`src/rtl/imm_gen_arbiter_pkg.sv`:
```
// imm_pkg: opcode and immediate-select encodings shared by the arbiter and extend unit
package imm_pkg;
  localparam logic [6:0] OP_IMM    = 7'b0010011;
  localparam logic [6:0] OP_LOAD   = 7'b0000011;
  localparam logic [6:0] OP_JALR   = 7'b1100111;
  localparam logic [6:0] OP_SYSTEM = 7'b1110011;
  localparam logic [6:0] OP_STORE  = 7'b0100011;
  localparam logic [6:0] OP_BRANCH = 7'b1100011;
  localparam logic [6:0] OP_LUI    = 7'b0110111;
  localparam logic [6:0] OP_AUIPC  = 7'b0010111;
  localparam logic [6:0] OP_JAL    = 7'b1101111;
  localparam logic [2:0] IMM_I    = 3'b000;
  localparam logic [2:0] IMM_S    = 3'b001;
  localparam logic [2:0] IMM_B    = 3'b010;
  localparam logic [2:0] IMM_U    = 3'b011;
  localparam logic [2:0] IMM_J    = 3'b100;
  localparam logic [2:0] IMM_NONE = 3'b111;
  // Returns {has_imm, imm_src}
  function automatic logic [3:0] imm_src_of(input logic [6:0] op);
    case (op)
      OP_IMM, OP_LOAD, OP_JALR, OP_SYSTEM: imm_src_of = {1'b1, IMM_I};
      OP_STORE:                            imm_src_of = {1'b1, IMM_S};
      OP_BRANCH:                           imm_src_of = {1'b1, IMM_B};
      OP_LUI, OP_AUIPC:                    imm_src_of = {1'b1, IMM_U};
      OP_JAL:                              imm_src_of = {1'b1, IMM_J};
      default:                             imm_src_of = {1'b0, IMM_NONE};
    endcase
  endfunction
endpackage

```
`src/rtl/imm_gen_arbiter_extend.sv`:
```
// imm_gen_arbiter_extend: RISC-V immediate extend unit fed with instruction bits [31:7]
module imm_gen_arbiter_extend
  import imm_pkg::*;
#(
  parameter int WIDTH   = 24,
  parameter int C_WIDTH = 2,
  parameter int I_WIDTH = 31
) (
  input  logic [WIDTH:0]   instr,
  input  logic [C_WIDTH:0] imm_src,
  output logic [I_WIDTH:0] imm_ext
);
  logic [WIDTH+7:7] ir;
  assign ir = instr;
  always_comb
    imm_ext = imm_src == IMM_I ? {{20{ir[31]}}, ir[31:20]} :
              imm_src == IMM_S ? {{20{ir[31]}}, ir[31:25], ir[11:7]} :
              imm_src == IMM_B ? {{20{ir[31]}}, ir[7], ir[30:25], ir[11:8], 1'b0} :
              imm_src == IMM_U ? {ir[31:12], 12'b0} :
              imm_src == IMM_J ? {{12{ir[31]}}, ir[19:12], ir[20], ir[30:21], 1'b0} :
              '0;
endmodule

```
`src/rtl/imm_gen_arbiter.sv`:
```
// imm_gen_arbiter: round-robin share of one immediate extend unit between two decode lanes,
// with a one-entry valid/ready output register toward rename.
module imm_gen_arbiter
  import imm_pkg::*;
#(
  parameter int XLEN  = 32,
  parameter int NLANE = 2
) (
  input  logic             clk,
  input  logic             reset,
  input  logic             flush,
  input  logic [NLANE-1:0] req_valid,
  input  logic [XLEN-1:0]  req_instr0,
  input  logic [XLEN-1:0]  req_instr1,
  output logic [NLANE-1:0] req_ready,
  output logic             out_valid,
  input  logic             out_ready,
  output logic [XLEN-1:0]  out_imm,
  output logic             out_lane,
  output logic             out_has_imm
);
  logic            rr_ptr;
  logic            accept;
  logic            any;
  logic            g;
  logic            xfer;
  logic [XLEN-1:0] instr;
  logic [3:0]      dec;
  logic [XLEN-1:0] ext;
  assign accept    = !flush && (!out_valid || out_ready);
  assign any       = |req_valid;
  assign g         = &req_valid ? rr_ptr : req_valid[1];
  assign xfer      = any && accept;
  assign req_ready = xfer ? (g ? 2'b10 : 2'b01) : 2'b00;
  assign instr     = g ? req_instr1 : req_instr0;
  assign dec       = imm_src_of(instr[6:0]);
  imm_gen_arbiter_extend #(.WIDTH(24), .C_WIDTH(2), .I_WIDTH(31)) u_extend (
    .instr   (instr[31:7]),
    .imm_src (dec[2:0]),
    .imm_ext (ext)
  );
  // A stalled lane keeps its turn: the pointer only moves on a real transfer
  always_ff @(posedge clk or posedge reset) begin
    if (reset) begin
      out_valid   <= 1'b0;
      out_imm     <= '0;
      out_lane    <= 1'b0;
      out_has_imm <= 1'b0;
      rr_ptr      <= 1'b0;
    end else if (xfer) begin
      out_valid   <= 1'b1;
      out_imm     <= ext;
      out_lane    <= g;
      out_has_imm <= dec[3];
      rr_ptr      <= ~g;
    end else if (flush || out_ready) begin
      out_valid   <= 1'b0;
    end
  end
endmodule

```
`config.mk`:
```
export PLATFORM = sky130hd
export DESIGN_NAME = imm_gen_arbiter
export DESIGN_NICKNAME = d
export VERILOG_FILES = /design/src/rtl/imm_gen_arbiter_pkg.sv /design/src/rtl/imm_gen_arbiter_extend.sv /design/src/rtl/imm_gen_arbiter.sv
export SDC_FILE = /design/constraint.sdc
export NUM_CORES = 1
export LEC_CHECK = 0
export BUFFER_PORTS_ARGS = -buffer_cell sky130_fd_sc_hd__buf_2
export CORE_AREA = 4 4 71 73
export DETAILED_ROUTE_END_ITERATION = 12
export DIE_AREA = 0 0 75 77
export GPL_ROUTABILITY_DRIVEN = 0
export HOLD_SLACK_MARGIN = 0.12
export PLACE_DENSITY_LB_ADDON = 0.2
export SLEW_MARGIN = 15
export SYNTH_ARGS = -nofsm -noshare
export SYNTH_HDL_FRONTEND = slang
export SYNTH_SLANG_ARGS = --single-unit
```
`constraint.sdc`:
```
create_clock -name clk -period 5.2 [get_ports clk]
set_input_delay 0.78 -clock clk [delete_from_list [all_inputs] [get_ports clk]]
set_output_delay 0.78 -clock clk [all_outputs]
set_load 0.02 [all_outputs]
```
==> results by stage, run 1 <==
Outcome:
- The flow ran to the end, and the final reports show no timing, DRC or antenna violations.

Worst setup path:
- The number of cells on the worst reg-to-reg path is 4.
- Data arrives at the worst endpoint at 2.04 ns.
- In this run the critical register-to-register path is launched from out_valid.
- The critical path goes through buf_2 > nor2_1 > or3_1 > buf_4 > nor2_1 > buf_2.
- The critical path capture point is req_ready[0].
- The critical path starts at req_valid[1].
- STA classifies the critical path endpoint as an output port.
- The worst setup path is launched from a primary input.
- The worst reg2reg path endpoint is out_imm[30].
- On the worst path, the slowest cell contributes a delay of 0.34 ns.
- The maximum net fanout on the critical path is 25.
- The setup check on the worst reg-to-reg path leaves a slack of approximately 2.9 ns.
- The slowest stage of the critical path is the or3_1 cell.
- The required time of the worst setup path is approximately 4.4 ns.
- The worst setup path is of the in2out kind.

Yosys:
- The proportion of netlist area held by the largest area contributor is approximately 43%.
- The synthesized flop and latch total is 36.
- The synthesized design spends more area on one cell type than any other, namely dfrtp_1.
- Synthesis instantiated 45 different standard cells from the library.
- The commonest cells after synthesis are dfrtp_1 (36), nand2_1 (29), nor2_1 (26).
- The number of nets produced by synthesis is approximately 290.
- The post-synthesis cell count is about 220.
- The cell area after technology mapping is between 2000 and 2500 um^2.
- Yosys printed 0 warnings.
- Sequential cells were found to cover approximately 43% of the synthesized design area.
- The fraction of registers with async set/reset is 100%.
- The average cell area after synthesis is between 9 and 10 um^2.
- Among all cell types in the netlist, the one instantiated most often is dfrtp_1.
- The top flip-flop cell by instance count after synthesis is dfrtp_1.
- Yosys attributes the largest share of cell area to dfrtp_1 (43%), mux2i_1 (8.1%), o221a_1 (5.3%).
- The number of enable-type register cells in the synthesized netlist is 0.

Layout:
- After the last flow step, the layout net total stands at 393.
- The filler cell count in the final layout is between 400 and 500.
- The sequential cell area is between 900 and 1000 um^2.
- Compared with the post-synthesis result, the final layout area differs by 31.2%.
- In the final layout, the multi-input gates occupy approximately 1100 um^2.
- The post-route netlist has approximately 40% of its cells at a drive strength greater than 1.
- The number of antenna cells inserted is 0.

Pwr:
- Power spread over the standard cell area amounts to approximately 280 nW/um^2.
- The analysis attributes to cell leakage a power of 1.42 nW.
- The completed layout was analyzed and its total power is slightly below 0.8 mW.
- The peak supply drop is about 0.00016 V.

Clocking:
- The number of buffers inserted during clock tree synthesis is 5.
- The longest clock path from root to sink contains 2 buffers.
- The root buffer cell chosen for the clock tree is clkbuf_8.
- The quantity of hold-fixing buffers added after cts is 0.
- Once the clock tree was built, the setup fixing pass inserted 0 buffers.
- The tree built by TritonCTS fans out to 36 sinks.
- TritonCTS built the clock tree.
- Once the clock tree was built, the resizer swapped 0 gates to a different size.
- Clock latency on the worst-skew pair, taken at its later pin, is between 0.2 and 0.3 ns.
- The H-tree level count is 2.
- Clock-pin slew was measured on the worst setup and hold paths at roughly 0.06 ns.

Drt:
- The first TritonRoute pass finished after 4 iterations.
- The detailed router finished its first iteration with 110 violations.
- Once detail routing completed, the nets flagged for antenna violations numbered 0.
- For this run, design rule violations remaining after detail routing come to 0.
- Summed over all layers, the routed wires come to between 5 and 6 mm.
- Using the TritonRoute via totals, the vias-per-cell ratio works out to 5.47.
- The number of vias after detailed routing is 2056.
- The per-cell routed wire length is roughly 15 um.

STA:
- Dividing the final minimum period by the clock period gives 54.2%.
- The final count of pins violating max slew came to 0.
- In the final timing run, aggregate negative setup slack is 0 ns.
- The clock period minus final worst setup slack is around 2.8 ns.
- The slew at the pin closest to its max-slew limit is 1.15 ns.
- The final hold violation count was 0.
- The count of endpoints failing setup in the final report is 0.
- The smallest setup slack after layout is around 2.4 ns.
- On the final layout, the worst clock skew is about 0.0058 ns.
- Setup repair after global routing left no endpoint under its margin.
- The relative slew slack is about 23%.
- Derived from the worst setup path, the maximum achievable clock frequency is 0.354 GHz.

Floorplanning:
- The initial cell density of the core is between 40% and 50%.
- The area of the core region is 4350 um^2.
- around 110 I/O pins were placed.
- The width of the die is between 70 and 80 um.
- The number of cell rows is 24.
- The area enclosed by the die boundary is about 5800 um^2.
- The die is about 77 um tall.

Worst hold path:
- The type of the most critical hold path is reg2reg.

Placement:
- The count of buffers inserted at the top-level ports is 106.
- The HPWL reported at the end of detailed placement is around 4.4 mm.
- Before CTS, the worst setup slack after placement is 2.30 ns.

Global route:
- The via count of the first global-routing pass is 1993.
- For this run the aggregate overflow at the end of global routing stands at 0.
- The total routing resource utilization after global routing is between 20% and 30%.
- Entering global routing, the biggest net connects 37 pins.
- The first global-routing pass estimated around 9.4 mm of wire.
- The initial antenna violation count was 0.

Flow run:
- Across the run, the number of max-cap violations was 0.
sequential cells by signal, summed over array words and instances (netlist names):
name	cells
out_imm	32
rr_ptr	1
out_lane	1
out_valid	1
out_has_imm	1
cell type report:
| type | count | area share, % |
|---|---|---|
| clock buffers | 6 | 2.63 |
| clock inverters | 2 | 1.27 |
| inverters | 4 | 0.543 |
| multi-input cells | 166 | 40.3 |
| flip-flops and latches | 36 | 32.6 |
| well taps | 52 | 2.36 |
| repair buffers | 110 | 20.3 |
cells in the final DEF (no fill, tap or decap), types with 5 or more instances in the layout:
master	n
a21oi_1	10
buf_2	106
clkbuf_8	5
dfrtp_1	36
mux2i_1	17
nand2_1	29
nor2_1	26
nor3_1	5
o21ai_0	11
o221a_1	10
how the worst min path moves through the flow:
stage	cells after the start	slack, ns	to	startpoint
final	2	0.48	out_imm[9]	out_imm[9]
after floorplan	2	0.47	rr_ptr	rr_ptr
after detailed placement	1	0.46	out_lane	out_lane
after global placement	2	0.46	out_imm[7]	out_imm[7]
after global routing	2	0.50	out_imm[10]	out_imm[10]
after CTS	2	0.48	out_imm[9]	out_imm[9]
report_power, final:
group / leakage (nW) / internal [mW] / switching [mW]
Sequential: 0.454 / 0.312 / 0.0177
Clock: 0.0552 / 0.142 / 0.0936
Combinational: 0.910 / 0.0885 / 0.127
metrics by stage:
step	std cells	hold slack, ns	utilization [%]	instance area [um^2]
3_3_place_gp	368	0.457	61.0	2660
6_report	376	0.475	63.4	2760
2_1_floorplan	221	0.471	-	2110
5_1_grt	376	0.503	63.4	2760
4_1_cts	376	0.481	63.4	2760
3_5_place_dp	368	0.461	61.0	2660
critical path, delay by kind of cell:
kind | cells | cell delay (ns)
buffers and inverters | 3 | 0.59
AND/OR/NAND/NOR | 3 | 0.66
per-layer routing:
metal	GRT usage [%]	vias to the layer above	wire length, um
met1	27.7	952	2400
met3	4.44	6	424
met4	6.23	0	65
li1	-	1026	-
met5	0	-	0
met2	32.6	72	2790
cell families (layout without fill, tap and decap cells):
logic type             after synthesis  after routing  synth area share, %
buffers and inverters               19            122                 4.63
flip-flops                          36             36                 42.8
AO/OA/AOI/OAI                       64             64                 22.9
AND/OR/NAND/NOR                     85             85                 21.6
multiplexers                        17             17                 8.08
Power figures use the tool's default switching activity.
==> run 2: changes to the inputs <==
--- a/config.mk
+++ b/config.mk
@@ -6,9 +6,9 @@
 export NUM_CORES = 1
 export LEC_CHECK = 0
 export BUFFER_PORTS_ARGS = -buffer_cell sky130_fd_sc_hd__buf_2
-export CORE_AREA = 4 4 71 73
+export CORE_AREA = 4 4 73 75
 export DETAILED_ROUTE_END_ITERATION = 12
-export DIE_AREA = 0 0 75 77
+export DIE_AREA = 0 0 77 79
 export GPL_ROUTABILITY_DRIVEN = 0
 export HOLD_SLACK_MARGIN = 0.12
 export PLACE_DENSITY_LB_ADDON = 0.2
==> constraint.sdc (replaced) <==
create_clock -name clk -period 2.8 [get_ports clk]
set_input_delay 0.42 -clock clk [delete_from_list [all_inputs] [get_ports clk]]
set_output_delay 0.42 -clock clk [all_outputs]
set_load 0.02 [all_outputs]
==> run 2 against run 1 <==
  * Count of clock-buffer cells in the layout unchanged
  * Critical path depth decreased by 2
  * Critical path type is now reg2out
  * Die area increased by 5.3%
  * Cell count increased by 1.3%
  * Worst setup slack got worse by 1.7 ns
  * Register-to-register slack got worse by 2.1 ns
  * Largest cell class unchanged
==> results by stage, run 2 (synthesis gave the netlist of run 1 again) <==
Outcome:
- The run finished with clean final reports.

STA:
- Setup repair after global routing left no endpoint under its margin.
- The smallest setup slack after layout is 0.696 ns (-1.68 ns).
- The setup clock skew after layout is 0.00545 ns (-0.000327 ns).
- The final count of pins violating max slew is 0 (unchanged).
- Derived from the worst setup path, the maximum achievable clock frequency is roughly 0.48 GHz.
- The aggregate negative setup slack is 0 ns (unchanged).
- After layout, the minimum clock period comes to about 2.1 ns.
- The slew at the pin closest to its max-slew limit is 0.686 ns (-0.465 ns).
- The final hold violation count is 0 (unchanged).
- The relative slew slack was 54.3% (+31 points).
- Of the available clock period, the critical path in the final layout requires about three quarters.
- The count of endpoints failing setup in the final report is 0 (unchanged).

Placement:
- The worst slack at placement is 0.618 ns (-1.68 ns).
- The count of buffers inserted at the top-level ports is 106 (unchanged).
- The HPWL reported at the end of detailed placement is 4.56 mm (+4.0%).
- The instance count after placement with tap cells included was 373 (+1.4%).

Floorplanning:
- The number of cell rows is 25 (+4.2%).
- The area of the core region is 4660 um^2 (+7.0%).
- The initial cell density of the core is 45.2% (-3.2 points).
- The area enclosed by the die boundary is 6080 um^2 (+5.3%).
- The width of the die was 77 um (+2.7%).
- The top-level port count is 107 (unchanged).
- The vertical extent of the die is 79 um (+2.6%).

Clocking:
- The quantity of gates resized following cts was 0 (unchanged).
- The number of clock sinks is 36 (unchanged).
- The clock slew seen by the registers of the worst setup and hold paths was 0.07 ns (about the same).
- The maximum buffer depth of the clock tree was 2 (unchanged).
- The number of buffers inserted during clock tree synthesis is 5 (unchanged).
- The buffer count from post-CTS setup fixing is 0 (unchanged).
- The latest clock arrival within the worst-skew pair is 0.29 ns (about the same).
- The quantity of hold-fixing buffers added after cts came to 0 (unchanged).
- TritonCTS built the clock tree.
- CTS placed an instance of clkbuf_8 at the clock tree root.
- The H-tree level count is 2 (unchanged).

Drt:
- The post-detailed-route via-to-cell ratio is 5.52 (+0.94%).
- The number of detailed-routing iterations run before antenna repair is 4 (unchanged).
- The per-cell routed wire length is 15.7 um (+4.1%).
- The number of nets still failing antenna checks after routing is 0 (unchanged).
- The initial DRC count was 98 (-11%).
- The total wire length after detailed routing was 5.99 mm (+5.5%).
- The number of vias after detailed routing was 2103 (+2.3%).
- The DRC violation count after routing was 0 (unchanged).

Layout:
- The net total in the final layout is 396 (+0.76%).
- The flip-flop count of the largest register, all copies and words added was 32 (unchanged).
- The layout cell share with drive strength beyond 1 is 40.4% (+0.55 points).
- The library cell used most frequently in the layout, excluding fill and tap cells, is buf_2.
- The filler cell count in the final layout is 431 (+7.5%).
- The utilization after layout is 59.8% (-3.6 points).
- Relative to the synthesized area, the layout overhead comes to 32.4%.
- The register bank with the most flops is out_imm.
- The number of antenna cells inserted was 0 (unchanged).
- In the layout the commonest cells are buf_2 (106), dfrtp_1 (36), nand2_1 (29), nor2_1 (26), mux2i_1 (17).
- The number of cells in the finished layout apart from fillers is 381 (+1.3%).

Global route:
- The global-route met2 utilization is 35.1% (+2.5 points).
- The most congested layer reported by global routing is met2.
- The via count of the first global-routing pass is 2080 (+4.4%).
- The global-route track usage on met3 is 5.90% (+1.5 points).
- The initial antenna violation count is 0 (unchanged).
- The total routing resource utilization after global routing is 20.4% (-0.18 points).
- The global-route wire length before repair came to 10.0 mm (+6.7%).
- The maximum number of pins on one net before global-route repair came to 37 (unchanged).
- The met1 usage in global routing is 25.3% (-2.4 points).
- The sum of overflow across all layers after global routing is 0 (unchanged).

Worst setup path:
- The maximum net fanout on the critical path is 8 (-68%).
- The critical path data arrival time was 1.68 ns (-0.36 ns).
- Traced cell by cell, the critical path runs through nand2b_2 > and2_0 > nor2_1 > buf_2.
- In this design, the largest share of critical-path delay is due to simple AND/OR/NAND/NOR gates.
- The buffers plus inverters on the worst setup path was 1 (-2).
- For this design, the slowest cell found on the critical path is dfrtp_1.
- The worst setup path category is reg2out.
- The worst setup path is launched from a flip-flop.
- The worst setup path is captured at an output port.
- The delay contributed by the slowest stage of the critical path is 0.39 ns (+0.05 ns).
- The required time of the worst setup path is 2.38 ns (-2.04 ns).

Pwr:
- The sequential share of power is 41.5% (-0.7 points).
- The internal power is 1.01 mW (+86%).
- The leakage power figure is 1.43 nW (+1.0%).
- The switching share of power was 31.2% (+0.71 points).
- The peak supply drop is 0.000221 V (+40%).
- The power per cell area is 528 nW/um^2 (+87%).
- The net switching power came to 0.460 mW (+93%).
- The part of the total power dissipated in combinational logic came to 27.8% (+0.2 points).
- The clock share of power is 30.7% (+0.5 points).
- The total power is 1.47 mW (+88%).

Worst hold path:
- The worst hold path belongs to the class in2async.

Flow run:
- The number of violations of the max-capacitance limit was 0 (unchanged).
## run 2: cell types whose count changed in the layout (fill, tap and decap cells not counted)
cell   delta
buf_4     +3
## run 2: routing by layer
layer  vias to the layer above  wire, um  part of all wire [%]
met4                         0        57                  0.95
met5                         -         0                     0
met3                         6       470                   7.8
li1                       1031         -                     -
met1                       977      2610                    44
met2                        89      2850                    48
## run 2: final cells by class
type | instances | area [um^2] | area share, %
clock buffers | 6 | 72.6 | 2.60
clock inverters | 2 | 35.0 | 1.26
inverters | 4 | 15.0 | 0.539
multi-input cells | 166 | 1110 | 39.9
flip-flops and latches | 36 | 901 | 32.3
well taps | 54 | 67.6 | 2.42
repair buffers | 113 | 583 | 20.9
## run 2: metrics by stage
step           area, um^2  hold WS (ns)
5_1_grt              2790         0.280
3_5_place_dp         2680         0.461
4_1_cts              2790         0.237
2_1_floorplan        2110         0.471
6_report             2790         0.218
3_3_place_gp         2680         0.454
## run 2: worst min-delay path: cells and delay by family
| family | cells | cell delay (ns) |
|---|---|---|
| buffers and inverters | 3 | 0.53 |
## run 2: final timing paths
| path | from | to | slack, ns | cells past startpoint |
|---|---|---|---|---|
| max in group asynchronous | reset | rr_ptr | 2.26 | 3 |
| min | reset | out_imm[8] | 0.22 | 3 |
| min in group clk | flush | out_valid | 0.34 | 2 |
| min reg2reg | out_lane | out_lane | 0.47 | 1 |
| max reg2reg | rr_ptr | out_imm[22] | 0.72 | 6 |
| max | rr_ptr | req_ready[0] | 0.70 | 4 |
## run 2: power by group through the flow
stage               Combinational (mW)  Sequential, mW  Clock [mW]
finish                           0.410           0.611       0.451
global route                     0.449           0.619       0.482
CTS                              0.415           0.611       0.462
detailed placement               0.413           0.620           0
global placement                 0.405           0.622           0
floorplan                        0.180           0.692           0
